File: config.mk
export PLATFORM = sky130hd
export DESIGN_NAME = fifo_wr_arbiter_flat
export DESIGN_NICKNAME = d
export VERILOG_FILES = /design/src/rtl/fifo_arb_pkg.sv /design/src/rtl/fifo_wr_arbiter_if.sv /design/src/rtl/rr_pick.sv /design/src/rtl/fifo_wr_arbiter.sv /design/src/flat_wrapper.sv
export SDC_FILE = /design/constraint.sdc
export NUM_CORES = 1
export LEC_CHECK = 0
export ABC_AREA = 1
export CAP_MARGIN = 5
export CORE_MARGIN = 2
export CORE_UTILIZATION = 30
export CTS_CLUSTER_DIAMETER = 30
export CTS_CLUSTER_SIZE = 10
export DETAILED_ROUTE_END_ITERATION = 8
export DONT_BUFFER_PORTS = 1
export SYNTH_ARGS = -nofsm -noshare
export SYNTH_HDL_FRONTEND = slang
export SYNTH_HIERARCHICAL = 1
export SYNTH_SLANG_ARGS = --single-unit
File: constraint.sdc
create_clock -name wclk -period 1.38 [get_ports wclk]
set_input_delay 0.276 -clock wclk [delete_from_list [all_inputs] [get_ports wclk]]
set_output_delay 0.276 -clock wclk [all_outputs]
set_load 0.03 [all_outputs]
File: src/rtl/fifo_arb_pkg.sv
// Shared types and helpers for the FIFO write-port arbiter.
// Latency: n/a (types and pure functions only).
// Backpressure: n/a.
//
// Contents: arbiter FSM state type and a one-hot decoder wide enough for any
// practical requester count; callers size-cast the result to NREQ bits.
package fifo_arb_pkg;

  typedef enum logic {
    IDLE  = 1'b0,
    BURST = 1'b1
  } arb_state_t;

  // Decoder width; callers truncate with a size cast to their own NREQ.
  localparam int OH_W     = 64;
  localparam int OH_IDX_W = $clog2(OH_W);

  function automatic logic [OH_W-1:0] onehot(input logic [OH_IDX_W-1:0] idx);
    logic [OH_W-1:0] v;
    v      = '0;
    v[idx] = 1'b1;
    return v;
  endfunction

endpackage

File: src/rtl/fifo_wr_arbiter_if.sv
// Requester-side and FIFO-side signals of the shared FIFO write port.
// Latency: n/a (signal bundle only).
// Backpressure: wfull from the FIFO stalls the granted requester.
//
// Ports (per modport):
//   slave  : the arbiter  - sees req/req_data/wfull, drives w_en/wdata/ack/grant/busy
//   master : the environment (requesters + FIFO write-pointer block)
interface fifo_wr_arbiter_if #(
  parameter int NREQ  = 4,
  parameter int DSIZE = 8
) ();

  logic [NREQ-1:0]       req;
  logic [NREQ*DSIZE-1:0] req_data;
  logic                  wfull;
  logic                  w_en;
  logic [DSIZE-1:0]      wdata;
  logic [NREQ-1:0]       ack;
  logic [NREQ-1:0]       grant;
  logic                  busy;

  modport slave (
    input  req, req_data, wfull,
    output w_en, wdata, ack, grant, busy
  );

  modport master (
    output req, req_data, wfull,
    input  w_en, wdata, ack, grant, busy
  );

endinterface

File: src/rtl/rr_pick.sv
// Rotating-priority pick: first set req bit after 'last', wrapping modulo NREQ.
// Latency: purely combinational.
// Backpressure: none; valid=0 when no request is set.
//
// Ports: req[NREQ] requests, last[IW] previous winner,
//        winner[IW] selected index, valid = any request present.
module rr_pick #(
  parameter  int NREQ = 4,
  localparam int IW   = $clog2(NREQ)
) (
  input  logic [NREQ-1:0] req,
  input  logic [IW-1:0]   last,
  output logic [IW-1:0]   winner,
  output logic            valid
);

  logic [IW-1:0] idx;

  // Scan last+1 .. last+NREQ; k=NREQ lands back on 'last' itself, so a sole
  // requester that just finished can still be re-granted.
  always_comb begin
    winner = '0;
    valid  = 1'b0;
    idx    = '0;
    for (int k = 1; k <= NREQ; k++) begin
      idx = IW'((int'(last) + k) % NREQ);
      if (!valid && req[idx]) begin
        valid  = 1'b1;
        winner = idx;
      end
    end
  end

endmodule

File: src/rtl/fifo_wr_arbiter.sv
// Round-robin sharing of one async-FIFO write port among NREQ requesters.
// Latency: one arbitration cycle per grant, then up to BURST_MAX writes, one per cycle.
// Backpressure: wfull=1 stalls the owner (no write, count and grant held).
//
// Ports: wclk write clock; wrst synchronous active-high reset;
//        bus (slave modport): req/req_data/wfull in, w_en/wdata/ack/grant/busy out.
module fifo_wr_arbiter
  import fifo_arb_pkg::*;
#(
  parameter  int NREQ      = 4,
  parameter  int DSIZE     = 8,
  parameter  int BURST_MAX = 4,
  localparam int CW        = $clog2(BURST_MAX + 1),
  localparam int IW        = $clog2(NREQ)
) (
  input  logic               wclk,
  input  logic               wrst,
  fifo_wr_arbiter_if.slave   bus
);

  arb_state_t     state_q, state_d;
  logic [IW-1:0]  owner_q, owner_d;
  logic [IW-1:0]  last_q,  last_d;
  logic [CW-1:0]  cnt_q,   cnt_d;

  logic [IW-1:0]    pick_idx;
  logic             pick_vld;
  logic             own_req;
  logic             wr;
  logic             last_word;
  logic [NREQ-1:0]  owner_oh;
  logic [DSIZE-1:0] sel_dat;

  rr_pick #(.NREQ(NREQ)) u_pick (
    .req    (bus.req),
    .last   (last_q),
    .winner (pick_idx),
    .valid  (pick_vld)
  );

  assign owner_oh  = NREQ'(onehot(OH_IDX_W'(owner_q)));
  assign own_req   = bus.req[owner_q];
  // Internal write qualifier; the reset gating is applied on the outputs only,
  // since a reset edge overrides any state update anyway.
  assign wr        = (state_q == BURST) && own_req && !bus.wfull;
  assign last_word = (cnt_q == CW'(BURST_MAX - 1));

  always_comb begin
    sel_dat = '0;
    for (int i = 0; i < NREQ; i++) begin
      if (owner_q == IW'(i)) sel_dat = bus.req_data[i*DSIZE +: DSIZE];
    end
  end

  // Next-state logic. Release on the BURST_MAX-th word, or when the owner's
  // request is low (which implies no write). A stall under wfull with req
  // still high keeps the burst open.
  always_comb begin
    state_d = state_q;
    owner_d = owner_q;
    last_d  = last_q;
    cnt_d   = cnt_q;
    unique case (state_q)
      IDLE: begin
        if (pick_vld) begin
          state_d = BURST;
          owner_d = pick_idx;
          cnt_d   = '0;
        end
      end
      BURST: begin
        if (!own_req || (wr && last_word)) begin
          state_d = IDLE;
          last_d  = owner_q;
          cnt_d   = '0;
        end else if (wr) begin
          cnt_d = cnt_q + CW'(1);
        end
      end
      default: state_d = IDLE;
    endcase
  end

  always_ff @(posedge wclk) begin
    if (wrst) begin
      state_q <= IDLE;
      owner_q <= '0;
      last_q  <= IW'(NREQ - 1);
      cnt_q   <= '0;
    end else begin
      state_q <= state_d;
      owner_q <= owner_d;
      last_q  <= last_d;
      cnt_q   <= cnt_d;
    end
  end

  // Write-side outputs are forced low while wrst is held so nothing reaches
  // the FIFO during the reset cycle, even if it lands mid-burst.
  assign bus.busy  = (state_q == BURST);
  assign bus.grant = bus.busy ? owner_oh : '0;
  assign bus.w_en  = wr && !wrst;
  assign bus.ack   = bus.w_en ? owner_oh : '0;
  assign bus.wdata = (bus.busy && !wrst) ? sel_dat : '0;

endmodule

File: src/flat_wrapper.sv
// flat-port wrapper written by rule: the top's interface ports become plain ports
module fifo_wr_arbiter_flat import fifo_arb_pkg::*;
#(
  parameter  int NREQ      = 4,
  parameter  int DSIZE     = 8,
  parameter  int BURST_MAX = 4,
  localparam int CW        = $clog2(BURST_MAX + 1),
  localparam int IW        = $clog2(NREQ)
)
  (wclk, wrst, bus_req, bus_req_data, bus_wfull, bus_w_en, bus_wdata, bus_ack, bus_grant, bus_busy);
  fifo_wr_arbiter_if #(.NREQ(NREQ), .DSIZE(DSIZE)) bus_i ();
  input  logic wclk;
  input  logic wrst;
  input wire logic [$bits(bus_i.req)-1:0] bus_req;
  input wire logic [$bits(bus_i.req_data)-1:0] bus_req_data;
  input wire logic [$bits(bus_i.wfull)-1:0] bus_wfull;
  output wire logic [$bits(bus_i.w_en)-1:0] bus_w_en;
  output wire logic [$bits(bus_i.wdata)-1:0] bus_wdata;
  output wire logic [$bits(bus_i.ack)-1:0] bus_ack;
  output wire logic [$bits(bus_i.grant)-1:0] bus_grant;
  output wire logic [$bits(bus_i.busy)-1:0] bus_busy;
  assign bus_i.req = bus_req;
  assign bus_i.req_data = bus_req_data;
  assign bus_i.wfull = bus_wfull;
  assign bus_w_en = bus_i.w_en;
  assign bus_wdata = bus_i.wdata;
  assign bus_ack = bus_i.ack;
  assign bus_grant = bus_i.grant;
  assign bus_busy = bus_i.busy;
  fifo_wr_arbiter #(.NREQ(NREQ), .DSIZE(DSIZE), .BURST_MAX(BURST_MAX)) u_core (.wclk(wclk), .wrst(wrst), .bus(bus_i));
endmodule
==> results of run 1 <==
-- cell type report --
type	count	area, sq um
Sequential cell	8	176
Fill cell	313	1500
Inverter	22	85.1
Clock buffer	3	22.5
Tap cell	46	57.6
Multi-Input combinational cell	148	1020
Timing Repair Buffer	53	474
-- worst max-delay path: stages, from the launching register on --
cell     delay, ps
dfxtp_4        390
inv_2           60
buf_6          130
nand2_4         60
o22ai_1         80
o21ai_1        160
o211a_1        210
buf_12         130
-- timing repair --
item	CTS	global route
hold buffers	0	0
setup buffers	7	8
pin swaps	24	23
gates resized for setup	42	59
setup endpoints to repair	23	25
gates cloned	1	1
-- routing by layer --
metal | GRT usage (%) | wire length [um] | vias to the layer above | share of wire, %
met3 | 5.23 | 306 | 4 | 8.1
li1 | - | - | 714 | -
met5 | 0 | 0 | - | 0
met1 | 18.0 | 1510 | 644 | 40
met4 | 3.33 | 21 | 0 | 0.56
met2 | 32.7 | 1930 | 60 | 51
-- registers in the layout, summed over array words and instances, names as in the netlist --
| signal | cells |
|---|---|
| u_core/bus.busy | 1 |
| u_core/owner_q | 2 |
| u_core/last_q | 2 |
| u_core/cnt_q | 3 |
-- final timing paths --
path | startpoint | cells past startpoint | end
setup / recovery | u_core/owner_q[0] | 7 | bus_wdata[0]
hold / removal | wrst | 1 | u_core/cnt_q[1]
setup reg to reg | u_core/last_q[0] | 12 | u_core/cnt_q[1]
hold reg to reg | u_core/cnt_q[2] | 2 | u_core/cnt_q[2]
-- power groups by stage --
stage	logic [W]	clock network [W]	registers, W
5_1_grt	0.00378	0.000200	0.000471
3_3_place_gp	0.00250	0	0.000388
3_5_place_dp	0.00251	0	0.000393
2_1_floorplan	0.00171	0	0.000405
6_report	0.00348	0.000179	0.000458
4_1_cts	0.00286	0.000186	0.000447
-- metrics by stage --
step,hold slack [ps],std cells
4_1_cts,81.3,271
6_report,85.8,280
3_5_place_dp,348,260
3_3_place_gp,347,260
2_1_floorplan,345,184
5_1_grt,69.5,280
-- Yosys cell counts, types with 2 or more instances --
cell type	instances	area (sq um)
nand2_1	52	195
nand3_1	25	125
inv_1	20	75.1
o21ai_0	17	85.1
nor2_1	16	60.1
a21oi_1	11	55.1
dfxtp_1	8	160
nand4_1	5	31.3
nand2_4	4	45.0
nand2_2	3	18.8
o22ai_1	3	18.8
buf_2	2	10.0
buf_4	2	15.0
buf_6	2	22.5
ha_1	2	25.0
inv_2	2	7.51
o211a_1	2	20.0
-- cells by family after synthesis --
logic type	share of synthesized area, %
AND/OR/NAND/NOR	49.2
adder cells (fa/ha/maj)	2.40
flip-flops	15.4
buffers and inverters	12.5
AO/OA/AOI/OAI	20.5
-- layout by cell type (no fill, tap or decap), types with 2 or more instances in the layout --
| cell | n |
|---|---|
| a21oi_4 | 2 |
| nor2_1 | 6 |
| nor2_2 | 4 |
| inv_2 | 9 |
| nand3_1 | 22 |
| nand3_2 | 3 |
| o21ai_2 | 3 |
| nand2_2 | 21 |
| dfxtp_4 | 4 |
| buf_6 | 17 |
| inv_1 | 12 |
| a21oi_1 | 5 |
| nand4_1 | 5 |
| o21ai_1 | 12 |
| a21oi_2 | 4 |
| clkbuf_4 | 3 |
| o21ai_0 | 2 |
| dfxtp_1 | 3 |
| nand2_4 | 14 |
| nand2_1 | 24 |
| ha_1 | 2 |
| o22ai_1 | 3 |
| nor2_4 | 7 |
| buf_4 | 35 |
==> results.sh, run 1 <==
export IMPL_outcome="complete, but fails checks"
export IMPL_violations="setup timing"
export IMPL_worst_pin_slew_ps=261
export IMPL_p_seq_share_pct=11.1
export IMPL_finalSetupViolations=23
export IMPL_ant_nets=0
export IMPL_die_h_um=62.9
export IMPL_ys_ff_latch=8
export IMPL_cp_max_fo=6
export IMPL_layout_drive_gt1_share_pct=57.3
export IMPL_layout_core_utilization_pct=55.0
export IMPL_dr_pass1_iters=4
export IMPL_routed_wl_um=3770
export IMPL_synthesis_area_sq_mm=0.00104
export IMPL_clock_skew_ps=6.43
export IMPL_synth_ff_type="dfxtp_1"
export IMPL_cts_root_buf="clkbuf_4"
export IMPL_routedWlPerCell_um=13.5
export IMPL_async_flop_share_pct=0
export IMPL_numCtsBuffers=3
export IMPL_p_sw_w=0.00208
export IMPL_antenna_found_initial=0
export IMPL_power_total_w=0.00412
export IMPL_powerDensity_mw_per_mm2=2240
export IMPL_crit_required_ps=1100
export IMPL_dieArea_sq_mm=0.00396
export IMPL_grt_pass1_vias=1294
export IMPL_placed_cell_area_sq_mm=0.00142
export IMPL_place_congestion=0.794
export IMPL_start_kind="flip-flop"
export IMPL_final_nets=277
export IMPL_io_pins=57
export IMPL_grt_first_pass_wirelength_um=5620
export IMPL_swShare_pct=50.5
export IMPL_reg2reg_slack_ps=-80
export IMPL_cts_clk_slew_worst_paths_ps=60
export IMPL_h_tree_depth=1
export IMPL_std_cell_rows=21
export IMPL_p_int_w=0.00204
export IMPL_drv_cap=0
export IMPL_globalRouteTotalUtil_pct=17.0
export IMPL_hp_class="in -> reg"
export IMPL_crit_type="reg -> out"
export IMPL_finalHoldViolCount=0
export IMPL_die_x_um=62.9
export IMPL_dpl_worst_slack_ps=-206
export IMPL_fmax_mhz=568
export IMPL_initial_core_util_pct=31.2
export IMPL_period_share_pct=128
export IMPL_setup_total_negative_slack_ps=-4660
export IMPL_postSynthAreaPerCell_sq_um=5.66
export IMPL_vias_per_cell=5.08
export IMPL_ys_types=25
export IMPL_synth_fp_nets=225
export IMPL_area_growth_pct=76.2
export IMPL_p_clk_share_pct=4.3
export IMPL_synthCells=184
export IMPL_rsz0062_at_grt="yes"
export IMPL_ys_seq_area_share_pct=15.4
export IMPL_clock_sinks=8
export IMPL_n_antenna_cell=0
export IMPL_period_minus_slack_ps=1760
export IMPL_io_buffers=0
export IMPL_vias=1422
export IMPL_cts_path_max_buffers=2
export IMPL_overflow=0
export IMPL_drv_slew=0
export IMPL_cellLeakagePower_nw=0.889
export IMPL_fin_ws_ps=-382
export IMPL_tritoncts="done"
export IMPL_grt_max_degree=14
export IMPL_cp_end_kind="output pin"
export IMPL_clock_latency_ps=250
export IMPL_route_detailed_drc=0
export IMPL_ys_warn_count=6
export IMPL_fin_area_sq_mm=0.00184
export IMPL_peakVddDrop_uv=601
export IMPL_cp_data_arrival_time_ps=1490
export IMPL_combPwrFrac_pct=84.5
export IMPL_maxSlewHeadroom_pct=82.5
export IMPL_dp_hpwl_um=2530
export IMPL_drt_iter0_markers=41
export IMPL_synth_edf_count=0
export IMPL_core_area_sq_mm=0.00334
Power figures use the tool's default switching activity.
==> run 2, diff against run 1 <==
Settings changed: HOLD_SLACK_MARGIN set to 0.12.
==> results.sh, run 2 (synthesized netlist as in run 1, its figures left out) <==
export IMPL_outcome="complete, but fails checks"
export IMPL_violations="setup timing"
export IMPL_die_x_um=62.9
export IMPL_hp_class="in -> reg"
export IMPL_clock_latency_ps=250
export IMPL_drt_iter0_markers=48
export IMPL_die_h_um=62.9
export IMPL_place_congestion=0.794
export IMPL_grt_max_degree=14
export IMPL_route_detailed_drc=0
export IMPL_num_fill_cells=310
export IMPL_dpl_worst_slack_ps=-206
export IMPL_worst_pin_slew_ps=261
export IMPL_multi_input_area_sq_mm=0.00102
export IMPL_crit_type="reg -> out"
export IMPL_layout_commonest_cell="buf_4"
export IMPL_vias=1432
export IMPL_rsz0062_at_grt="yes"
export IMPL_setup_total_negative_slack_ps=-4680
export IMPL_dp_hpwl_um=2530
export IMPL_cp_data_arrival_time_ps=1490
export IMPL_clock_sinks=8
export IMPL_cts_root_buf="clkbuf_4"
export IMPL_routed_wl_um=3780
export IMPL_maxSlewHeadroom_pct=82.6
export IMPL_regMostFlops="u_core/cnt_q"
export IMPL_drv_slew=0
export IMPL_period_share_pct=128
export IMPL_tritoncts="done"
export IMPL_cts_clk_slew_worst_paths_ps=60
export IMPL_min_path_cells=3
export IMPL_reg2regPathDepth=12
export IMPL_powerDensity_mw_per_mm2=2230
export IMPL_cpPeakStageDelay_ps=390
export IMPL_dieArea_sq_mm=0.00396
export IMPL_final_nets=278
export IMPL_peakVddDrop_uv=602
export IMPL_cp_end_kind="output pin"
export IMPL_initial_core_util_pct=31.2
export IMPL_final_seq_area_sq_um=176
export IMPL_n_antenna_cell=0
export IMPL_dr_pass1_iters=4
export IMPL_h_tree_depth=1
export IMPL_timing_critical_path_slowest_stage_cell="dfxtp_4"
export IMPL_cp_num_cells=7
export IMPL_clock_skew_ps=6.56
export IMPL_worstPathCellList="inv_2 > buf_6 > nand2_4 > o22ai_1 > o21ai_1 > o211a_1 > buf_12"
export IMPL_globalRouteTotalUtil_pct=17.1
export IMPL_finalSetupViolations=23
export IMPL_cp_max_fo=6
export IMPL_grt_first_pass_wirelength_um=5630
export IMPL_area_growth_pct=77.2
export IMPL_antenna_found_initial=0
export IMPL_grt_pass1_vias=1297
export IMPL_cellLeakagePower_nw=0.893
export IMPL_period_minus_slack_ps=1770
export IMPL_cts_path_max_buffers=2
export IMPL_vias_per_cell=5.10
export IMPL_routedWlPerCell_um=13.5
export IMPL_top_regs="u_core/cnt_q (3), u_core/last_q (2), u_core/owner_q (2)"
export IMPL_path_buf_inv=3
export IMPL_fmax_mhz=566
export IMPL_std_cell_rows=21
export IMPL_io_buffers=0
export IMPL_drv_cap=0
export IMPL_core_area_sq_mm=0.00334
export IMPL_ant_nets=0
export IMPL_final_cell_mix="buf_4 (35), nand2_1 (24), nand3_1 (22)"
export IMPL_numCtsBuffers=3
export IMPL_io_pins=57
export IMPL_finalHoldViolCount=0
export IMPL_largest_reg_flops=3
export IMPL_crit_required_ps=1100
export IMPL_fin_ws_ps=-386
export IMPL_overflow=0
export IMPL_cpLargestDelayFamily="compound AO/OA/AOI/OAI gates"
export IMPL_layout_drive_gt1_share_pct=57.0
export IMPL_start_kind="flip-flop"
-- run 2: what timing repair did --
action,CTS,global route
gates cloned,1,1
resized for setup,42,59
hold endpoints to repair,2,0
hold buffers,1,0
pin swaps,24,23
endpoints found under the setup margin,23,25
buffers inserted,7,8
-- run 2: worst paths after layout --
path                                         from                to  slack (ps)
worst max-delay path            u_core/owner_q[0]      bus_wdata[0]        -390
worst min-delay path                    bus_wfull  u_core/last_q[0]         280
worst max register to register   u_core/last_q[0]   u_core/cnt_q[1]         -80
worst min register to register    u_core/cnt_q[2]   u_core/cnt_q[2]         470
-- run 2: final cells by class --
cell class	count	area share, %
tap	46	3.12
inverter	22	4.61
timing repair buffer	54	26.2
clock buffer	3	1.22
multi-input combinational	148	55.3
sequential	8	9.55
-- run 2: metal layers --
metal	up-vias	GRT usage [%]	wire length, um
li1	720	-	-
met1	646	18.1	1520
met2	60	32.7	1930
met3	6	5.23	304
met4	0	3.33	29
met5	-	0	0
-- run 2: worst min-delay path, stage by stage --
cell and delay (ps):
o31ai_4 70, nand3_1 70, nand3_1 70
-- run 2: through the flow --
step	util [%]	cell area (sq um)	power [W]	cells	hold slack, ps
2_1_floorplan	-	1130	0.00212	184	345
3_3_place_gp	42.6	1420	0.00288	260	347
3_5_place_dp	42.6	1420	0.00291	260	348
4_1_cts	48.1	1610	0.00350	272	261
5_1_grt	55.3	1850	0.00446	281	286
6_report	55.3	1850	0.00412	281	279
-- run 2: power breakdown --
| group | leakage [nW] | internal (W) | switching, W |
|---|---|---|---|
| registers | 0.0673 | 0.000334 | 0.000124 |
| clock network | 0.0138 | 0.0000995 | 0.0000792 |
| logic | 0.812 | 0.00161 | 0.00188 |
| total | 0.893 | 0.00204 | 0.00209 |
==> run 3, diff against run 2 <==
Settings changed: CORE_UTILIZATION 30 to 56, PLACE_DENSITY set to 0.74.
==> results.sh, run 3 <==
export IMPL_cts_path_max_buffers=2
export IMPL_crit_endpoint="bus_ack[0]"
export IMPL_endpoint_type="primary output"
export IMPL_error="[ERROR DPL-0038] Utilization greater than 100%, impossible to legalize"
export IMPL_synth_fp_nets=225
export IMPL_synth_area_top_cells="nand2_1 (19%), dfxtp_1 (15%), nand3_1 (12%)"
export IMPL_synth_ff_type="dfxtp_1"
export IMPL_clock_sinks=8
export IMPL_haltStage="global routing"
export IMPL_numCtsBuffers=3
export IMPL_postSynthAreaPerCell_sq_um=5.66
export IMPL_initial_core_util_pct=59.7
export IMPL_synthesis_area_sq_mm=0.00104
export IMPL_dpl_worst_slack_ps=-224
export IMPL_async_flop_share_pct=0
export IMPL_yosys_top_cells_count="nand2_1 (52), nand3_1 (25), inv_1 (20)"
export IMPL_die_x_um=47.1
export IMPL_synth_edf_count=0
export IMPL_ys_ff_latch=8
export IMPL_h_tree_depth=1
export IMPL_yosysTopAreaCell="nand2_1"
export IMPL_place_congestion=0.897
export IMPL_outcome="did not finish"
export IMPL_die_h_um=47.1
export IMPL_io_pins=57
export IMPL_dp_hpwl_um=2510
export IMPL_std_cell_rows=15
export IMPL_placed_cell_area_sq_mm=0.00137
export IMPL_netlist_area_leader_share_pct=18.7
export IMPL_ys_warn_count=6
export IMPL_synth_most_common_cell="nand2_1"
export IMPL_io_buffers=0
export IMPL_ys_seq_area_share_pct=15.4
export IMPL_ys_types=25
export IMPL_cts_root_buf="clkbuf_4"
export IMPL_synthCells=184
export IMPL_grt_max_degree=13
[run 3: cell counts after synthesis]
No cell type changed its count.
[run 3: stage by stage]
stage,util [%],cells
2_1_floorplan,-,184
3_3_place_gp,78.7,238
3_5_place_dp,78.7,238
4_1_cts,90.2,246
[run 3: kinds of logic after synthesis]
group | Yosys count | synth area share (%)
buffers and inverters | 28 | 12.5
AND/OR/NAND/NOR | 109 | 49.2
flip-flops | 8 | 15.4
AO/OA/AOI/OAI | 37 | 20.5
adder cells (fa/ha/maj) | 2 | 2.40
[run 3: repair_timing]
| action | 4_1_cts |
|---|---|
| hold endpoints to repair | 2 |
| pin swaps | 16 |
| setup buffers | 4 |
| hold buffers | 1 |
| gates resized for setup | 61 |
| setup endpoints to repair | 25 |
==> run 4, diff against run 3 <==
Settings changed: CORE_AREA set to 2 2 63 65, CORE_MARGIN 2 to not set, CORE_UTILIZATION 56 to not set, CTS_CLUSTER_DIAMETER 30 to not set, CTS_CLUSTER_SIZE 10 to not set, DIE_AREA set to 0 0 65 67, HOLD_SLACK_MARGIN 0.12 to not set, PLACE_DENSITY 0.74 to not set, PLACE_DENSITY_LB_ADDON set to 0.15.
Clock period 1.38 ns to 1.8 ns, I/O delays scaled along.
==> results.sh, run 4 (synthesized netlist as in run 1, its figures left out) <==
export IMPL_h_tree_depth=1
export IMPL_start_kind="flip-flop"
export IMPL_hp_start="wrst"
export IMPL_swShare_pct=54.1
export IMPL_vias=1314
export IMPL_dpl_worst_slack_ps=46.3
export IMPL_std_cell_rows=22
export IMPL_regMostFlops="u_core/cnt_q"
export IMPL_clock_latency_ps=230
export IMPL_clock_skew_ps=4.65
export IMPL_dieArea_sq_mm=0.00436
export IMPL_maxSlewHeadroom_pct=80.8
export IMPL_cp_common_cell="nand2_2"
export IMPL_grt_pass1_vias=1225
export IMPL_dr_pass1_iters=6
export IMPL_final_cell_mix="nand2_1 (46), nand3_1 (23), buf_4 (22)"
export IMPL_overflow=0
export IMPL_cts_path_max_buffers=2
export IMPL_cts_root_buf="clkbuf_8"
export IMPL_cts_clk_slew_worst_paths_ps=40
export IMPL_cp_end_kind="output pin"
export IMPL_power_total_w=0.00235
export IMPL_p_seq_share_pct=14.1
export IMPL_outcome="completed"
export IMPL_tritoncts="done"
export IMPL_cp_max_fo=5
export IMPL_core_area_sq_mm=0.00361
export IMPL_routedWlPerCell_um=12.8
export IMPL_vias_per_cell=5.15
export IMPL_crit_type="reg -> out"
export IMPL_die_h_um=67
export IMPL_io_buffers=0
export IMPL_peakVddDrop_uv=447
export IMPL_cpPeakStageDelay_ps=380
export IMPL_stdcell_count=255
export IMPL_p_sw_w=0.00127
export IMPL_layout_core_utilization_pct=38.8
export IMPL_period_minus_slack_ps=1770
export IMPL_combPwrFrac_pct=76.8
export IMPL_powerDensity_mw_per_mm2=1680
export IMPL_layout_commonest_cell="nand2_1"
export IMPL_cellLeakagePower_nw=0.703
export IMPL_startpoint="u_core/owner_q[0]"
export IMPL_period_share_pct=98.3
export IMPL_initial_core_util_pct=28.9
export IMPL_io_pins=57
export IMPL_fin_ws_ps=30.3
export IMPL_drt_iter0_markers=13
export IMPL_timing_critical_path_slowest_stage_cell="dfxtp_4"
export IMPL_worst_pin_slew_ps=287
export IMPL_ant_nets=0
export IMPL_p_clk_share_pct=9.2
export IMPL_clock_sinks=8
export IMPL_dp_hpwl_um=2580
export IMPL_drv_cap=0
export IMPL_finalHoldViolCount=0
export IMPL_drv_slew=0
export IMPL_globalRouteTotalUtil_pct=14.9
export IMPL_hp_class="in -> reg"
export IMPL_antenna_found_initial=0
export IMPL_layout_drive_gt1_share_pct=30.9
export IMPL_rsz0062_at_grt="yes"
export IMPL_numCtsBuffers=3
export IMPL_place_congestion=0.725
export IMPL_hold_buffers=0
export IMPL_crit_required_ps=1440
export IMPL_finalSetupViolations=0
export IMPL_largest_reg_flops=3
export IMPL_top_regs="u_core/cnt_q (3), u_core/last_q (2), u_core/owner_q (2)"
export IMPL_worstPathCellList="buf_6 > nand3_2 > nand2_2 > nor2_4 > nor3_4 > nand2_2 > nor2_1 > buf_4"
export IMPL_area_growth_pct=34.3
export IMPL_dp_cells=248
export IMPL_grt_first_pass_wirelength_um=5200
export IMPL_rr_startpoint="u_core/last_q[0]"
export IMPL_routed_wl_um=3270
export IMPL_fmax_mhz=565
export IMPL_route_detailed_drc=0
export IMPL_grt_max_degree=15
export IMPL_final_nets=250
export IMPL_n_antenna_cell=0
export IMPL_p_int_w=0.00108
export IMPL_die_x_um=65
export IMPL_cp_data_arrival_time_ps=1410
==> run 4: worst max-delay path, delay by kind of cell, from the launching register on <==
kind | cells | cell delay, ps
buffers and inverters | 2 | 280
DFF | 1 | 380
and+or+nand+nor | 6 | 520
==> run 4: path summary, 6_finish.rpt <==
path,end,slack (ps),depth (start not counted)
worst max-delay path,bus_ack[2],30,8
worst max register to register,u_core/cnt_q[1],200,12
worst min-delay path,u_core/cnt_q[2],200,1
worst min register to register,u_core/cnt_q[2],470,2
==> run 4: power by group through the flow <==
stage	clock network (W)	registers, W	logic [W]
6_report	0.000215	0.000330	0.00180
5_1_grt	0.000236	0.000342	0.00199
4_1_cts	0.000223	0.000326	0.00166
3_5_place_dp	0	0.000301	0.00159
3_3_place_gp	0	0.000293	0.00156
2_1_floorplan	0	0.000306	0.00122
==> run 4: timing repair <==
action / in CTS / in global routing
endpoints found under the setup margin: 13 / 16
hold endpoints to repair: 0 / 0
pin swaps: 5 / 6
gates resized for setup: 17 / 16
gates cloned: 0 / 0
setup buffers: 1 / 3
==> run 4: routing by layer <==
metal / GRT usage [%] / vias to the layer above / part of all wire [%] / wire length, um
li1: - / 663 / - / -
met2: 32.1 / 52 / 52 / 1710
met5: 0 / - / 0 / 0
met3: 2.03 / 0 / 8.3 / 270
met4: 4.79 / 0 / 0 / 0
met1: 14.0 / 599 / 39 / 1290
==> run 4: through the flow <==
step / setup TNS (ps) / hold WS, ps / instance area (sq um)
6_report: 0 / 202 / 1400
5_1_grt: -653 / 194 / 1400
4_1_cts: -124 / 194 / 1320
3_5_place_dp: 0 / 435 / 1230
3_3_place_gp: 0 / 431 / 1230
2_1_floorplan: 0 / 429 / 1050
==> run 4: final cells by class <==
type | instances | area (sq um)
Fill cell | 393 | 2210
Multi-Input combinational cell | 148 | 837
Tap cell | 48 | 60.1
Sequential cell | 8 | 169
Clock buffer | 3 | 41.3
Inverter | 22 | 82.6
Timing Repair Buffer | 26 | 210
